==> src/rtl/neuron_mac_serial_if.sv <==
// Handshake and weight-load bundle for neuron_mac_serial.
// master = upstream/downstream environment, slave = the neuron.
interface neuron_mac_serial_if #(
    parameter int DW   = 8,
    parameter int N_IN = 10
) ();
    localparam int AW = $clog2(N_IN + 1);

    logic [N_IN*DW-1:0] in_data;
    logic               in_valid;
    logic               in_ready;
    logic               w_we;
    logic [AW-1:0]      w_addr;
    logic [DW-1:0]      w_data;
    logic [DW-1:0]      out_data;
    logic               out_valid;
    logic               out_ready;
    logic               out_sat;

    modport master (
        output in_data, in_valid, w_we, w_addr, w_data, out_ready,
        input  in_ready, out_data, out_valid, out_sat
    );

    modport slave (
        input  in_data, in_valid, w_we, w_addr, w_data, out_ready,
        output in_ready, out_data, out_valid, out_sat
    );
endinterface

==> src/rtl/neuron_mac_serial.sv <==
// Time-multiplexed neuron: one signed MAC per cycle, bias, >>>FRAC, ReLU or saturating linear.
// Latency: accept at edge k -> out_valid after edge k+N_IN+1; period N_IN+3 cycles.
// Backpressure: in_ready only in IDLE, no input buffering; result held until out_ready.
module neuron_mac_serial #(
    parameter int DW      = 8,
    parameter int N_IN    = 10,
    parameter int FRAC    = 6,
    parameter int RELU_EN = 1
) (
    input logic                clk,
    input logic                reset,
    neuron_mac_serial_if.slave bus
);
    localparam int AW  = $clog2(N_IN + 1);
    localparam int ACW = 2 * DW + $clog2(N_IN) + 1;
    localparam logic signed [ACW-1:0] S_MAX = ACW'((2 ** (DW - 1)) - 1);
    localparam logic signed [ACW-1:0] S_MIN = ~S_MAX;

    typedef enum logic [1:0] {S_IDLE, S_MAC, S_ACT, S_OUT} state_t;

    state_t                 state;
    logic signed [DW-1:0]   w_q [N_IN];
    logic signed [DW-1:0]   x_q [N_IN];
    logic signed [DW-1:0]   bias_q;
    logic signed [ACW-1:0]  acc;
    logic [AW-1:0]          idx;
    logic [DW-1:0]          out_q;
    logic                   out_vld_q;
    logic                   out_sat_q;

    logic signed [DW-1:0]   x_cur;
    logic signed [DW-1:0]   w_cur;
    logic signed [2*DW-1:0] prod;
    logic signed [DW-1:0]   bias_nxt;
    logic signed [ACW-1:0]  shifted;
    logic [DW-1:0]          act_val;
    logic                   act_sat;

    always_comb begin
        x_cur = '0;
        w_cur = '0;
        for (int i = 0; i < N_IN; i++) begin
            if (idx == AW'(i)) begin
                x_cur = x_q[i];
                w_cur = w_q[i];
            end
        end
        prod = (2*DW)'(x_cur) * (2*DW)'(w_cur);
    end

    // A bias write on the accepting edge must already be seen by this transaction.
    assign bias_nxt = (bus.w_we && bus.w_addr == AW'(N_IN)) ? bus.w_data : bias_q;

    always_comb begin
        shifted = acc >>> FRAC;
        act_val = shifted[DW-1:0];
        act_sat = 1'b0;
        if (RELU_EN != 0 && shifted[ACW-1]) begin
            act_val = '0;
        end else if (shifted > S_MAX) begin
            act_val = S_MAX[DW-1:0];
            act_sat = 1'b1;
        end else if (shifted < S_MIN) begin
            act_val = S_MIN[DW-1:0];
            act_sat = 1'b1;
        end
    end

    always_ff @(posedge clk or negedge reset) begin
        if (!reset) begin
            state     <= S_IDLE;
            bias_q    <= '0;
            acc       <= '0;
            idx       <= '0;
            out_q     <= '0;
            out_vld_q <= 1'b0;
            out_sat_q <= 1'b0;
            for (int i = 0; i < N_IN; i++) begin
                w_q[i] <= '0;
                x_q[i] <= '0;
            end
        end else begin
            // Weights only change in IDLE so a transaction sees one consistent set.
            if (state == S_IDLE && bus.w_we) begin
                for (int i = 0; i < N_IN; i++) begin
                    if (bus.w_addr == AW'(i)) w_q[i] <= bus.w_data;
                end
                if (bus.w_addr == AW'(N_IN)) bias_q <= bus.w_data;
            end
            case (state)
                S_IDLE: begin
                    if (bus.in_valid) begin
                        for (int i = 0; i < N_IN; i++) begin
                            x_q[i] <= bus.in_data[i*DW +: DW];
                        end
                        acc   <= ACW'(bias_nxt);
                        idx   <= '0;
                        state <= S_MAC;
                    end
                end
                S_MAC: begin
                    acc <= acc + ACW'(prod);
                    idx <= idx + 1'b1;
                    if (idx == AW'(N_IN - 1)) state <= S_ACT;
                end
                S_ACT: begin
                    out_q     <= act_val;
                    out_sat_q <= act_sat;
                    out_vld_q <= 1'b1;
                    state     <= S_OUT;
                end
                S_OUT: begin
                    if (bus.out_ready) begin
                        out_vld_q <= 1'b0;
                        state     <= S_IDLE;
                    end
                end
                default: state <= S_IDLE;
            endcase
        end
    end

    assign bus.in_ready  = (state == S_IDLE);
    assign bus.out_data  = out_q;
    assign bus.out_valid = out_vld_q;
    assign bus.out_sat   = out_sat_q;
endmodule
==> src/flat_wrapper.sv <==
// flat-port wrapper written by rule: the top's interface ports become plain ports
module neuron_mac_serial_flat 
#(
    parameter int DW      = 8,
    parameter int N_IN    = 10,
    parameter int FRAC    = 6,
    parameter int RELU_EN = 1
)
  (clk, reset, bus_in_data, bus_in_valid, bus_w_we, bus_w_addr, bus_w_data, bus_out_ready, bus_in_ready, bus_out_data, bus_out_valid, bus_out_sat);
  neuron_mac_serial_if #(.DW(DW), .N_IN(N_IN)) bus_i ();
  input logic clk;
  input logic reset;
  input wire logic [$bits(bus_i.in_data)-1:0] bus_in_data;
  input wire logic [$bits(bus_i.in_valid)-1:0] bus_in_valid;
  input wire logic [$bits(bus_i.w_we)-1:0] bus_w_we;
  input wire logic [$bits(bus_i.w_addr)-1:0] bus_w_addr;
  input wire logic [$bits(bus_i.w_data)-1:0] bus_w_data;
  input wire logic [$bits(bus_i.out_ready)-1:0] bus_out_ready;
  output wire logic [$bits(bus_i.in_ready)-1:0] bus_in_ready;
  output wire logic [$bits(bus_i.out_data)-1:0] bus_out_data;
  output wire logic [$bits(bus_i.out_valid)-1:0] bus_out_valid;
  output wire logic [$bits(bus_i.out_sat)-1:0] bus_out_sat;
  assign bus_i.in_data = bus_in_data;
  assign bus_i.in_valid = bus_in_valid;
  assign bus_i.w_we = bus_w_we;
  assign bus_i.w_addr = bus_w_addr;
  assign bus_i.w_data = bus_w_data;
  assign bus_i.out_ready = bus_out_ready;
  assign bus_in_ready = bus_i.in_ready;
  assign bus_out_data = bus_i.out_data;
  assign bus_out_valid = bus_i.out_valid;
  assign bus_out_sat = bus_i.out_sat;
  neuron_mac_serial #(.DW(DW), .N_IN(N_IN), .FRAC(FRAC), .RELU_EN(RELU_EN)) u_core (.clk(clk), .reset(reset), .bus(bus_i));
endmodule
==> config.mk <==
export PLATFORM = sky130hd
export DESIGN_NAME = neuron_mac_serial_flat
export DESIGN_NICKNAME = d
export VERILOG_FILES = /design/src/rtl/neuron_mac_serial_if.sv /design/src/rtl/neuron_mac_serial.sv /design/src/flat_wrapper.sv
export SDC_FILE = /design/constraint.sdc
export NUM_CORES = 1
export LEC_CHECK = 0
export CAP_MARGIN = 10
export CORE_UTILIZATION = 59
export DETAILED_ROUTE_END_ITERATION = 8
export PLACE_DENSITY = 0.81
export SETUP_SLACK_MARGIN = 0.3
export SYNTH_ARGS = -nofsm -noshare
export SYNTH_HDL_FRONTEND = slang
export SYNTH_SLANG_ARGS = --single-unit
==> constraint.sdc <==
create_clock -name clk -period 9.12 [get_ports clk]
set_clock_uncertainty 0.1 [all_clocks]
set_input_delay 1.368 -clock clk [delete_from_list [all_inputs] [get_ports clk]]
set_output_delay 1.368 -clock clk [all_outputs]
set_load 0.05 [all_outputs]
# After elaboration in Yosys (flattened, before gate mapping)
# Index checks and enable logic that the tools add are counted.
# totals
latchBits	0
inputBits	97
ff_bits	205
out_inout_bits	11
elab_cells	116
mem_count	0
ramBits	0
romBits	0
# classes
eq_ne	25
bitwise_logic	0
magnitude_cmp	2
addsub	2
n_shift	0
mul	1
div	0
n_reduce_logical	22
n_mux	37
# op_table
op	n
2-to-1 mux 8 bit	24
one-hot mux 21 bit (2 select lines)	1
equality test 4 x 3 -> 1 bit, second input constant	8
AND reduction 2 bit	14
adder 21 x 16 -> 21 bit	1
2-to-1 mux 21 bit	1
equality test 4 bit, second input constant	5
equality test 4 x 2 -> 1 bit, second input constant	4
multiplier 8 x 8 -> 16 bit	1
> comparator 15 x 8 -> 1 bit, second input constant	1
< comparator 15 x 8 -> 1 bit, second input constant	1
equality test 4 x 1 -> 1 bit, second input constant	2
zero test 4 bit	2
one-hot mux 2 bit (4 select lines)	1
one-hot mux 4 bit (2 select lines)	1
2-to-1 mux 2 bit	3
adder 4 x 1 -> 4 bit, second input constant	1
equality test 2 bit, second input constant	2
2-to-1 mux 1 bit	4
2-to-1 mux 4 bit	1
!= test 2 bit, second input constant	2
nonzero test 2 bit	2
AND reduction 3 bit	1
equality test 2 x 1 -> 1 bit, second input constant	1
4 further kinds	5

# Depth between registers and ports, before layout
# Gate-level depths: netlist of the first run.
# depth
depth_word	14
ltp_mapped	29
depth_no_buf	26

# Least setup slack after synthesis of the first run
# OpenSTA, ideal clock, no wires.
# synth_path
path_kind	reg-to-reg
startpoint	register u_core.idx[0]
endpoint	register u_core.acc[18]
n_path_buf	3
synth_period_minus_slack_ns	7.459
required_ns	8.916
setup_time_ns	0.104
arrival_time_ns	7.255
path_slack_ns	1.661
path_stages_with_launch	24
path_cell_list	dfrtp_1 inv_1 ha_1 buf_2 buf_2 buf_1 a21oi_1 o21ai_0 nand2_1 nand3_1 nor2b_1 fa_1 fa_1 fa_1 fa_1 fa_1 ha_1 o21ai_0 o21ai_0 a311o_1 a21o_1 a21oi_1 xor2_1 a221oi_1
# synth_via
elab_chain_cells	14
word_cells_on_any_way	33
cone_classes	add/sub: 1; mul: 1; eq/ne: 9; mux: 21; reduce/logical: 1
# synth_lines
item	line	source
start, declared	neuron_mac_serial.sv:26	logic [AW-1:0] idx;
start signal, assigned	neuron_mac_serial.sv:103	idx <= idx + 1'b1;
zero test 4 bit	neuron_mac_serial.sv:43	if (idx == AW'(i)) begin
2-to-1 mux 8 bit (10 in a row)	neuron_mac_serial.sv:43	
multiplier 8 x 8 -> 16 bit *	neuron_mac_serial.sv:48	prod = (2*DW)'(x_cur) * (2*DW)'(w_cur);
adder 21 x 16 -> 21 bit *	neuron_mac_serial.sv:102	acc <= acc + ACW'(prod);
one-hot mux 21 bit (2 select lines) *	neuron_mac_serial.sv:90	case (state)
end signal, assigned	neuron_mac_serial.sv:96	acc <= ACW'(bias_nxt);
end signal, assigned	neuron_mac_serial.sv:102	
end, declared	neuron_mac_serial.sv:25	logic signed [ACW-1:0] acc;
# Mark *: on every way between the ends. The rest lies on a longest branch, timed or not.
# A chain may end at the register's enable or synchronous reset.

# Worst setup path after layout of the first run
# layout_path
startpoint	register u_core.idx[1]
endpoint	register u_core.acc[18]
# Same word-level chain as after synthesis.

==> results of run 1 <==
==> cell type report <==
cell class / count / area share (%)
multi-input combinational: 835 / 48.3
inverter: 110 / 2.71
clock buffer: 34 / 4.37
tap: 280 / 2.30
clock inverter: 6 / 0.894
timing repair buffer: 122 / 7.79
sequential: 205 / 33.6
==> synthesized netlist by cell type (11+ instances only) <==
| library cell | n |
|---|---|
| a22oi_1 | 16 |
| nor2b_1 | 20 |
| xnor2_1 | 12 |
| o22ai_1 | 11 |
| o21ai_0 | 68 |
| nor2_1 | 76 |
| ha_1 | 55 |
| nand2b_1 | 22 |
| dfrtp_1 | 205 |
| a21oi_1 | 69 |
| fa_1 | 93 |
| inv_1 | 108 |
| buf_1 | 11 |
| clkbuf_1 | 35 |
| nand2_1 | 87 |
| mux2_2 | 167 |
| nand3_1 | 16 |
==> through the flow <==
step           cells  worst slack (ns)
6_report        1592              1.32
5_1_grt         1592             0.978
4_1_cts         1592              1.39
3_5_place_dp    1552              1.42
3_3_place_gp    1552              1.66
2_1_floorplan   1207              1.66
==> cells by family after synthesis <==
kind of cell | Yosys count | synth area share, %
simple gates | 265 | 9.47
compound gates | 223 | 10.4
flops | 205 | 39.0
mux | 177 | 15.3
buf+inv | 167 | 5.04
fa+ha+maj | 148 | 19.4
xor+xnor | 22 | 1.47
==> critical path, cell delays in order, from the launching register on <==
cell and delay (ns):
dfrtp_1 0.40, inv_1 0.12, ha_1 0.62, buf_4 0.39
nor2_1 0.08, a21oi_1 0.16, o21ai_0 0.10, mux4_2 0.48
a222oi_1 0.36, buf_4 0.25, nor2b_2 0.05, buf_4 0.22
fa_1 0.50, fa_1 0.54, fa_1 0.44, fa_1 0.58
fa_1 0.42, ha_1 0.26, a211oi_1 0.29, o21ai_0 0.23
a311o_1 0.36, a21o_1 0.20, a21oi_1 0.17, xor2_1 0.09
a221oi_1 0.28
==> worst paths after layout <==
path / end / slack (ns)
max: u_core.acc[18] / 1.32
min: u_core.acc[6] / 0.39
max reg2reg: u_core.acc[18] / 1.32
min reg2reg: u_core.acc[6] / 0.39
max in group asynchronous: u_core.x_q[16] / 6.77
min in group asynchronous: u_core.x_q[39] / 0.79
==> cell usage in the layout (no fill, tap or decap), types with 4 or more instances in the layout <==
cell type,instances
dfrtp_1,205
mux2_2,167
inv_1,108
clkdlybuf4s50_1,106
fa_1,93
nand2_1,86
nor2_1,76
a21oi_1,69
o21ai_0,68
ha_1,55
nand2b_1,22
clkbuf_16,22
nor2b_1,19
a22oi_1,16
nand3_1,16
buf_4,15
xnor2_1,12
o22ai_1,11
nand3b_1,10
xor2_1,10
and3_1,8
nor3_1,8
mux2i_1,8
clkbuf_8,8
a221o_1,7
a21o_1,6
a211oi_1,5
or3_1,5
clkbuf_1,5
a221oi_1,4
a31oi_1,4
o21a_1,4
==> flip-flops by register name, summed over array words and instances (netlist names) <==
name / count
u_core.idx: 4
u_core.acc: 21
u_core.bus.out_data: 8
u_core.bus.out_sat: 1
u_core.w_q: 80
u_core.x_q: 80
u_core.bias_q: 8
u_core.state: 2
u_core.bus.out_valid: 1
==> per-layer routing <==
layer / GRT usage [%] / wire, um
met1: 42.1 / 13700
met2: 47.4 / 14900
met3: 4.94 / 2440
met4: 10.7 / 1170
met5: 0 / 0
==> metrics.md, run 1 <==
| Metric | Value |
|---|---|
| Design area | `15200 um2` |
| Worst setup SP type | `register` |
| Min-delay src | `u_core.acc[6]` |
| Ant. Diodes | `0` |
| Die W | `151 um` |
| Max frequency | `0.128 GHz` |
| Area share of the leading cell type in the synthesized netlist | `39.0%` |
| Number of buffers created by CTS | `22` |
| Top FF cell, synth | `dfrtp_1` |
| Fraction of registers with async set/reset | `100%` |
| Vias in the first global route | `9787` |
| Number of synthesized register bits | `205` |
| Syn Nets | `1452` |
| Critical Path Start | `u_core.idx[1]` |
| Post-Route WL | `32200 um` |
| Worst EP required | `9.44 ns` |
| Post-DR vias/cell | `6.00` |
| Die Footprint | `22900 um2` |
| Placer congestion estimate | `0.903` |
| Post-layout util | `69.9%` |
| Routed len/inst | `20.2 um` |
| Yosys cell types | `63` |
| Clock root buffer | `clkbuf_16` |
| Clock latency on the worst-skew pair | `0.53 ns` |
| Final Hold Fails | `0` |
| Syn Inst Count | `1207` |
| Clk buf depth | `3` |
| Multi-input logic area | `7370 um2` |
| Worst Path Max Fanout | `26` |
| Endpoints failing setup | `0` |
| Cells on worst reg2reg path | `24` |
| Ys Warns | `0` |
| Ports | `108` |
| Initial antenna violation count | `0` |
| Reg2reg start | `u_core.idx[1]` |
| Die Y | `151 um` |
| Global-route wire length before repair | `52000 um` |
| Path type of the worst setup path | `register to register` |
| DRC violations left | `0` |
| Hold Crit Class | `register to register` |
| Worst slew pin tran | `1.05 ns` |
| Sequential share of the synthesized area | `39.0%` |
| Via count of the routed design | `9555` |
| Largest net degree at the start of global routing | `90` |
| Std cell rows | `54` |
| CTS Sinks | `205` |
| Filler cell count | `1655` |
| Worst Path Arrival | `8.12 ns` |
| Max cap viols | `0` |
| Rel. slew slack | `29.2%` |
| Reg clk slew, reported paths | `0.06 ns` |
| Reg area | `5130 um2` |
| Setup crit end kind | `register` |
| Port Buffers | `107` |
| Min Clock Period, post-route | `7.80 ns` |
| DRT Pass-1 Iters | `6` |
| Post-synth EDFFs | `0` |
| Hold path depth | `2` |
| Gr ovfl total | `0` |
| Setup TNS | `0 ns` |
| Unrepaired setup endpoints after global routing | `false` |
| CTS tree | `yes` |
| Starting Density | `60.3%` |
| Area contributors post-synth | `dfrtp_1 (39%), mux2_2 (14%), fa_1 (14%)` |
| Final hold slack | `0.395 ns` |
| Hold_buf cts | `0` |
| First-iteration detailed-routing DRC count | `763` |
| # resized after CTS | `0` |
| DRT antenna net count | `0` |
| H-Tree Level Count | `1` |
| Syn_area_per_cell | `10.9 um2` |
| Layout cells sized above 1 | `17.7%` |
| Tcrit/Tclk final | `85.6%` |
| Area after DPL | `14400 um2` |
| Cell taking the most area after synthesis | `dfrtp_1` |
| Slew Viols, Final | `0` |
| Fin nets | `1541` |
| Post-DP HPWL | `23500 um` |
| Mapped cell area | `13100 um2` |
| Area Overhead vs Synth | `16.0%` |
| Post-CTS setup buffers | `0` |
| Core Footprint | `21800 um2` |
| Tot GR Track Use | `30.0%` |
| Status | `finished, final reports clean` |
Power of run 1 is left out: the tool's default activity adds up to more than one toggle a clock period on the data nets, which glitch-free logic cannot reach.
==> inputs of run 2 (changes only) <==
CORE_MARGIN = 2   (was not set)
==> run 2 against run 1 <==
Against the previous run: cell count is the same; critical endpoint unchanged; register-to-register slack lost 0.09 ns; wire length grew 1.4%; highest routed layer unchanged; sequential share of layout area grew 0.15 points; cell area shrank 0.44%; critical path depth shrank 2; global-route usage shrank 1.6 points; worst setup slack lost 0.091 ns; sequential cell count is the same; fmax shrank 1.2%.
==> metrics.md, run 2 (synthesized netlist as in run 1, its figures left out) <==
| Metric | Value |
|---|---|
| Status | `finished, final reports clean (unchanged)` |
| Slew Viols, Final | `0 (unchanged)` |
| Min Clock Period, post-route | `7.89 ns (was 7.80 ns)` |
| # resized after CTS | `0 (unchanged)` |
| Routed len/inst | `20.5 um (was 20.2 um)` |
| Std cell rows | `54 (unchanged)` |
| First-iteration detailed-routing DRC count | `721 (was 763)` |
| Met2 Use GR | `45.6% (was 47.4%)` |
| Setup crit end kind | `register (unchanged)` |
| Tot GR Track Use | `28.4% (was 30.0%)` |
| Commonest non-fill, non-tap cell in the layout | `dfrtp_1 (unchanged)` |
| H-Tree Level Count | `1 (unchanged)` |
| Post-DR vias/cell | `6.08 (was 6.00)` |
| Worst Path Arrival | `8.21 ns (was 8.12 ns)` |
| Largest net degree at the start of global routing | `131 (was 90)` |
| Reg clk slew, reported paths | `0.06 ns (about the same)` |
| Post-Route WL | `32600 um (was 32200 um)` |
| Rel. slew slack | `26.4% (was 29.2%)` |
| Top flop regs | `u_core.w_q (80), u_core.x_q (80), u_core.acc (21) (unchanged)` |
| Area Overhead vs Synth | `15.5% (was 16.0%)` |
| Fin nets | `1541 (unchanged)` |
| Most frequent cells in the layout | `dfrtp_1 (205), mux2_2 (167), inv_1 (108) (unchanged)` |
| Die W | `153 um (was 151 um)` |
| Worst EP required | `9.44 ns (about the same)` |
| Worst Path Max Fanout | `27 (was 26)` |
| Endpoints failing setup | `0 (unchanged)` |
| Clock latency on the worst-skew pair | `0.54 ns (was 0.53 ns)` |
| Starting Density | `60.3% (unchanged)` |
| Port Buffers | `107 (unchanged)` |
| Number of buffers created by CTS | `24 (was 22)` |
| GRT busiest layer | `met2 (unchanged)` |
| Initial antenna violation count | `0 (unchanged)` |
| Layout cells sized above 1 | `17.8% (was 17.7%)` |
| Post-DP HPWL | `23500 um (about the same)` |
| Global-route wire length before repair | `53600 um (was 52000 um)` |
| Clk buf depth | `3 (unchanged)` |
| Hold_buf cts | `0 (unchanged)` |
| Die Y | `153 um (was 151 um)` |
| DRT Pass-1 Iters | `7 (was 6)` |
| Core Footprint | `21800 um2 (unchanged)` |
| Ports | `108 (unchanged)` |
| CTS tree | `yes (unchanged)` |
| Met1 usage | `40.2% (was 42.1%)` |
| Worst setup SP type | `register (unchanged)` |
| Placer congestion estimate | `0.944 (was 0.903)` |
| DRT antenna net count | `0 (unchanged)` |
| DRC violations left | `0 (unchanged)` |
| Met3 usage | `4.25% (was 4.94%)` |
| Gr ovfl total | `0 (unchanged)` |
| Post-CTS setup buffers | `0 (unchanged)` |
| Final Hold Fails | `0 (unchanged)` |
| Worst slew pin tran | `1.10 ns (was 1.05 ns)` |
| Ant. Diodes | `0 (unchanged)` |
| Hold Crit Class | `register to register (unchanged)` |
| Vias in the first global route | `10100 (was 9787)` |
| Setup TNS | `0 ns (unchanged)` |
| Via count of the routed design | `9672 (was 9555)` |
| CTS Sinks | `205 (unchanged)` |
| Clock root buffer | `clkbuf_16 (unchanged)` |
| Max frequency | `0.127 GHz (was 0.128 GHz)` |
| Tcrit/Tclk final | `86.5% (was 85.6%)` |
| Max cap viols | `0 (unchanged)` |
| Path type of the worst setup path | `register to register (unchanged)` |
| Unrepaired setup endpoints after global routing | `false (unchanged)` |
| Die Footprint | `23500 um2 (was 22900 um2)` |
-- run 2: layout make-up --
cell class	count	area, um2
inverter	110	413
clock buffer	30	653
multi-input combinational	835	7370
fill	1584	6640
sequential	205	5130
timing repair buffer	120	1170
clock inverter	12	96.3
tap	280	350
-- run 2: worst paths after layout --
check	slack (ns)	depth (start not counted)	from	to
min	0.37	1	u_core.bus.out_sat	u_core.bus.out_sat
min in group asynchronous	0.90	1	reset	u_core.x_q[71]
max in group asynchronous	6.49	2	reset	u_core.w_q[5]
min reg2reg	0.37	1	u_core.bus.out_sat	u_core.bus.out_sat
max	1.23	22	u_core.idx[1]	u_core.acc[18]
max reg2reg	1.23	22	u_core.idx[1]	u_core.acc[18]
-- run 2: critical path, cell delays in order, from the launching register on --
cell and delay [ns]:
dfrtp_1 0.40, inv_1 0.13, ha_1 0.75, buf_4 0.37, nand3_1 0.33, o21ai_0 0.25, nor2_1 0.09, a211oi_2 0.67
nand2b_1 0.23, fa_1 0.43, fa_1 0.54, inv_1 0.06, fa_1 0.51, fa_1 0.58, fa_1 0.42, ha_1 0.36
o21ai_0 0.25, o21ai_0 0.19, a311o_1 0.36, a21o_1 0.20, a21oi_1 0.17, xor2_1 0.09, a221oi_1 0.28
-- run 2: stage by stage --
stage	instance area (um2)	util (%)	worst slack, ns	hold slack (ns)	std cells
after CTS	15200	69.6	1.29	0.381	1592
after detailed placement	14400	66.1	1.31	0.368	1550
after floorplan	13100	-	1.66	0.350	1207
after global placement	14400	66.1	1.50	0.365	1550
final	15200	69.6	1.23	0.374	1592
after global routing	15200	69.6	0.583	0.409	1592
-- run 2: per-layer routing --
layer | up-vias | routed length [um] | part of all wire (%)
li1 | 4293 | - | -
met1 | 4808 | 13700 | 42
met2 | 481 | 15200 | 47
met3 | 90 | 2670 | 8.2
met4 | 0 | 1050 | 3.2
met5 | - | 0 | 0
Power of run 2 is left out for the same reason.
==> inputs of run 3 (changes only) <==
CAP_MARGIN = 20   (was 10)
==> run 3 against run 2 <==
Against the previous run: cell area is 0.18% higher; register-to-register slack got worse by 0.03 ns; core utilization increased by 0.13 points; sequential share of layout area decreased by 0.061 points; fmax shrank 0.43%; global-route usage is the same; via count down 0.14%; worst setup slack got worse by 0.034 ns; first-iteration DRC count up 7.8%; wire length about the same; sequential cell count did not move; critical endpoint unchanged.
==> metrics.md, run 3 (synthesized netlist as in run 1, its figures left out) <==
| Metric | Value |
|---|---|
| Status | `finished, final reports clean (unchanged)` |
| Gr ovfl total | `0 (unchanged)` |
| Placer congestion estimate | `0.944 (unchanged)` |
| Die W | `153 um (unchanged)` |
| Ant. Diodes | `0 (unchanged)` |
| Die Y | `153 um (unchanged)` |
| Clock root buffer | `clkbuf_16 (unchanged)` |
| DRT antenna net count | `0 (unchanged)` |
| Port Buffers | `107 (unchanged)` |
| Reg clk slew, reported paths | `0.06 ns (about the same)` |
| Starting Density | `60.3% (unchanged)` |
| Hold_buf cts | `0 (unchanged)` |
| Min Clock Period, post-route | `7.93 ns (was 7.89 ns)` |
| Max cap viols | `0 (unchanged)` |
| Clk buf depth | `3 (unchanged)` |
| Cells along the critical path | `inv_1 -> ha_1 -> buf_4 -> o31a_1 -> a21oi_1 -> a21oi_1 -> o21ai_0 -> nand3_1 -> nor2b_2 -> buf_4 -> fa_1 -> fa_1 -> fa_1 -> fa_1 -> fa_1 -> ha_1 -> o21ai_0 -> o21ai_0 -> a311o_1 -> a21o_1 -> a21oi_1 -> xor2_1 -> a221oi_1 (was inv_1 -> ha_1 -> buf_4 -> nand3_1 -> o21ai_0 -> nor2_1 -> a211oi_2 -> nand2b_1 -> fa_1 -> fa_1 -> inv_1 -> fa_1 -> fa_1 -> fa_1 -> ha_1 -> o21ai_0 -> o21ai_0 -> a311o_1 -> a21o_1 -> a21oi_1 -> xor2_1 -> a221oi_1)` |
| Filler cell count | `1578 (was 1584)` |
| Worst setup SP type | `register (unchanged)` |
| Post-Route WL | `32600 um (about the same)` |
| Die Footprint | `23500 um2 (unchanged)` |
| Multi-input logic area | `7370 um2 (unchanged)` |
| Top flop regs | `u_core.w_q (80), u_core.x_q (80), u_core.acc (21) (unchanged)` |
| Largest net degree at the start of global routing | `131 (unchanged)` |
| Clock latency on the worst-skew pair | `0.54 ns (about the same)` |
| H-Tree Level Count | `1 (unchanged)` |
| Worst Path Arrival | `8.24 ns (was 8.21 ns)` |
| Hold Crit Class | `register to register (unchanged)` |
| Commonest non-fill, non-tap cell in the layout | `dfrtp_1 (unchanged)` |
| Rel. slew slack | `21.2% (was 26.4%)` |
| Final Non-Filler Cells | `1593 (was 1592)` |
| Routed len/inst | `20.5 um (about the same)` |
| Fin nets | `1542 (was 1541)` |
| CP peak stage delay | `0.77 ns (was 0.75 ns)` |
| # resized after CTS | `0 (unchanged)` |
| Cell mode on critical path | `fa_1 (unchanged)` |
| Setup crit end kind | `register (unchanged)` |
| Worst EP required | `9.44 ns (about the same)` |
| Unrepaired setup endpoints after global routing | `false (unchanged)` |
| Endpoints failing setup | `0 (unchanged)` |
| Vias in the first global route | `10100 (unchanged)` |
| Layout cells sized above 1 | `17.9% (was 17.8%)` |
| DRC violations left | `0 (unchanged)` |
| Reg area | `5130 um2 (unchanged)` |
| Tcrit/Tclk final | `86.9% (was 86.5%)` |
| Max frequency | `0.126 GHz (was 0.127 GHz)` |
| Post-DR vias/cell | `6.06 (was 6.08)` |
| Worst Path Max Fanout | `27 (unchanged)` |
| Number of buffers created by CTS | `24 (unchanged)` |
| Crit path max-delay family | `adder cells (unchanged)` |
| Number of buffers and inverters on the critical path | `3 (unchanged)` |
| CTS tree | `yes (unchanged)` |
| Global-route wire length before repair | `53600 um (unchanged)` |
| Setup TNS | `0 ns (unchanged)` |
| Post-DP HPWL | `23500 um (unchanged)` |
| DRT Pass-1 Iters | `5 (was 7)` |
| Ports | `108 (unchanged)` |
| Initial antenna violation count | `0 (unchanged)` |
| Worst slew pin tran | `1.17 ns (was 1.10 ns)` |
| Path type of the worst setup path | `register to register (unchanged)` |
| Most frequent cells in the layout | `dfrtp_1 (205), mux2_2 (167), inv_1 (108) (unchanged)` |
| Final Hold Fails | `0 (unchanged)` |
| Cell count after placement | `1550 (unchanged)` |
| Core Footprint | `21800 um2 (unchanged)` |
| Area Overhead vs Synth | `15.7% (was 15.5%)` |
| Tot GR Track Use | `28.4% (unchanged)` |
| Std cell rows | `54 (unchanged)` |
| Slew Viols, Final | `0 (unchanged)` |
| First-iteration detailed-routing DRC count | `777 (was 721)` |
| CTS Sinks | `205 (unchanged)` |
| Post-CTS setup buffers | `0 (unchanged)` |
| Via count of the routed design | `9658 (was 9672)` |
| Crit path max-delay cell type | `ha_1 (unchanged)` |
[run 3: changes by cell type in the layout (fill, tap and decap cells not counted)]
| cell | delta |
|---|---|
| buf_16 | +1 |
[run 3: area by class of cell]
class / instances / area share, %
Sequential cell: 205 / 33.7
Clock buffer: 30 / 4.29
Timing Repair Buffer: 121 / 7.89
Multi-Input combinational cell: 835 / 48.4
Clock inverter: 12 / 0.633
Tap cell: 280 / 2.30
Inverter: 110 / 2.71
[run 3: per-stage QoR]
step | area, um2 | hold slack, ns | util (%) | setup slack [ns]
2_1_floorplan | 13100 | 0.350 | - | 1.66
3_3_place_gp | 14400 | 0.365 | 66.1 | 1.50
3_5_place_dp | 14400 | 0.368 | 66.1 | 1.31
4_1_cts | 15200 | 0.381 | 69.6 | 1.29
5_1_grt | 15200 | 0.409 | 69.7 | 0.575
6_report | 15200 | 0.374 | 69.7 | 1.19
[run 3: worst paths after layout]
check                                    from                  to  slack (ns)  depth (start not counted)
max in group asynchronous               reset      u_core.w_q[14]        7.18                          2
setup reg to reg                u_core.idx[1]      u_core.acc[18]        1.19                         23
setup / recovery                u_core.idx[1]      u_core.acc[18]        1.19                         23
hold / removal             u_core.bus.out_sat  u_core.bus.out_sat        0.37                          1
min in group asynchronous               reset      u_core.x_q[71]        0.56                          1
hold reg to reg            u_core.bus.out_sat  u_core.bus.out_sat        0.37                          1
[run 3: layer usage]
metal	up-vias	global-route usage (%)	wire length [um]
met5	-	0	0
met4	0	9.22	992
met3	81	4.25	2520
met2	458	45.6	15200
met1	4825	40.2	13900
li1	4294	-	-
[run 3: worst register-to-register path, cell delays in order, from the launching register on]
cell and delay (ns):
dfrtp_1 0.40, inv_1 0.12, ha_1 0.77, buf_4 0.38
o31a_1 0.51, a21oi_1 0.08, a21oi_1 0.13, o21ai_0 0.14
nand3_1 0.29, nor2b_2 0.21, buf_4 0.29, fa_1 0.49
fa_1 0.54, fa_1 0.45, fa_1 0.58, fa_1 0.42
ha_1 0.36, o21ai_0 0.25, o21ai_0 0.19, a311o_1 0.36
a21o_1 0.20, a21oi_1 0.17, xor2_1 0.09, a221oi_1 0.29
Power of run 3 is left out for the same reason.
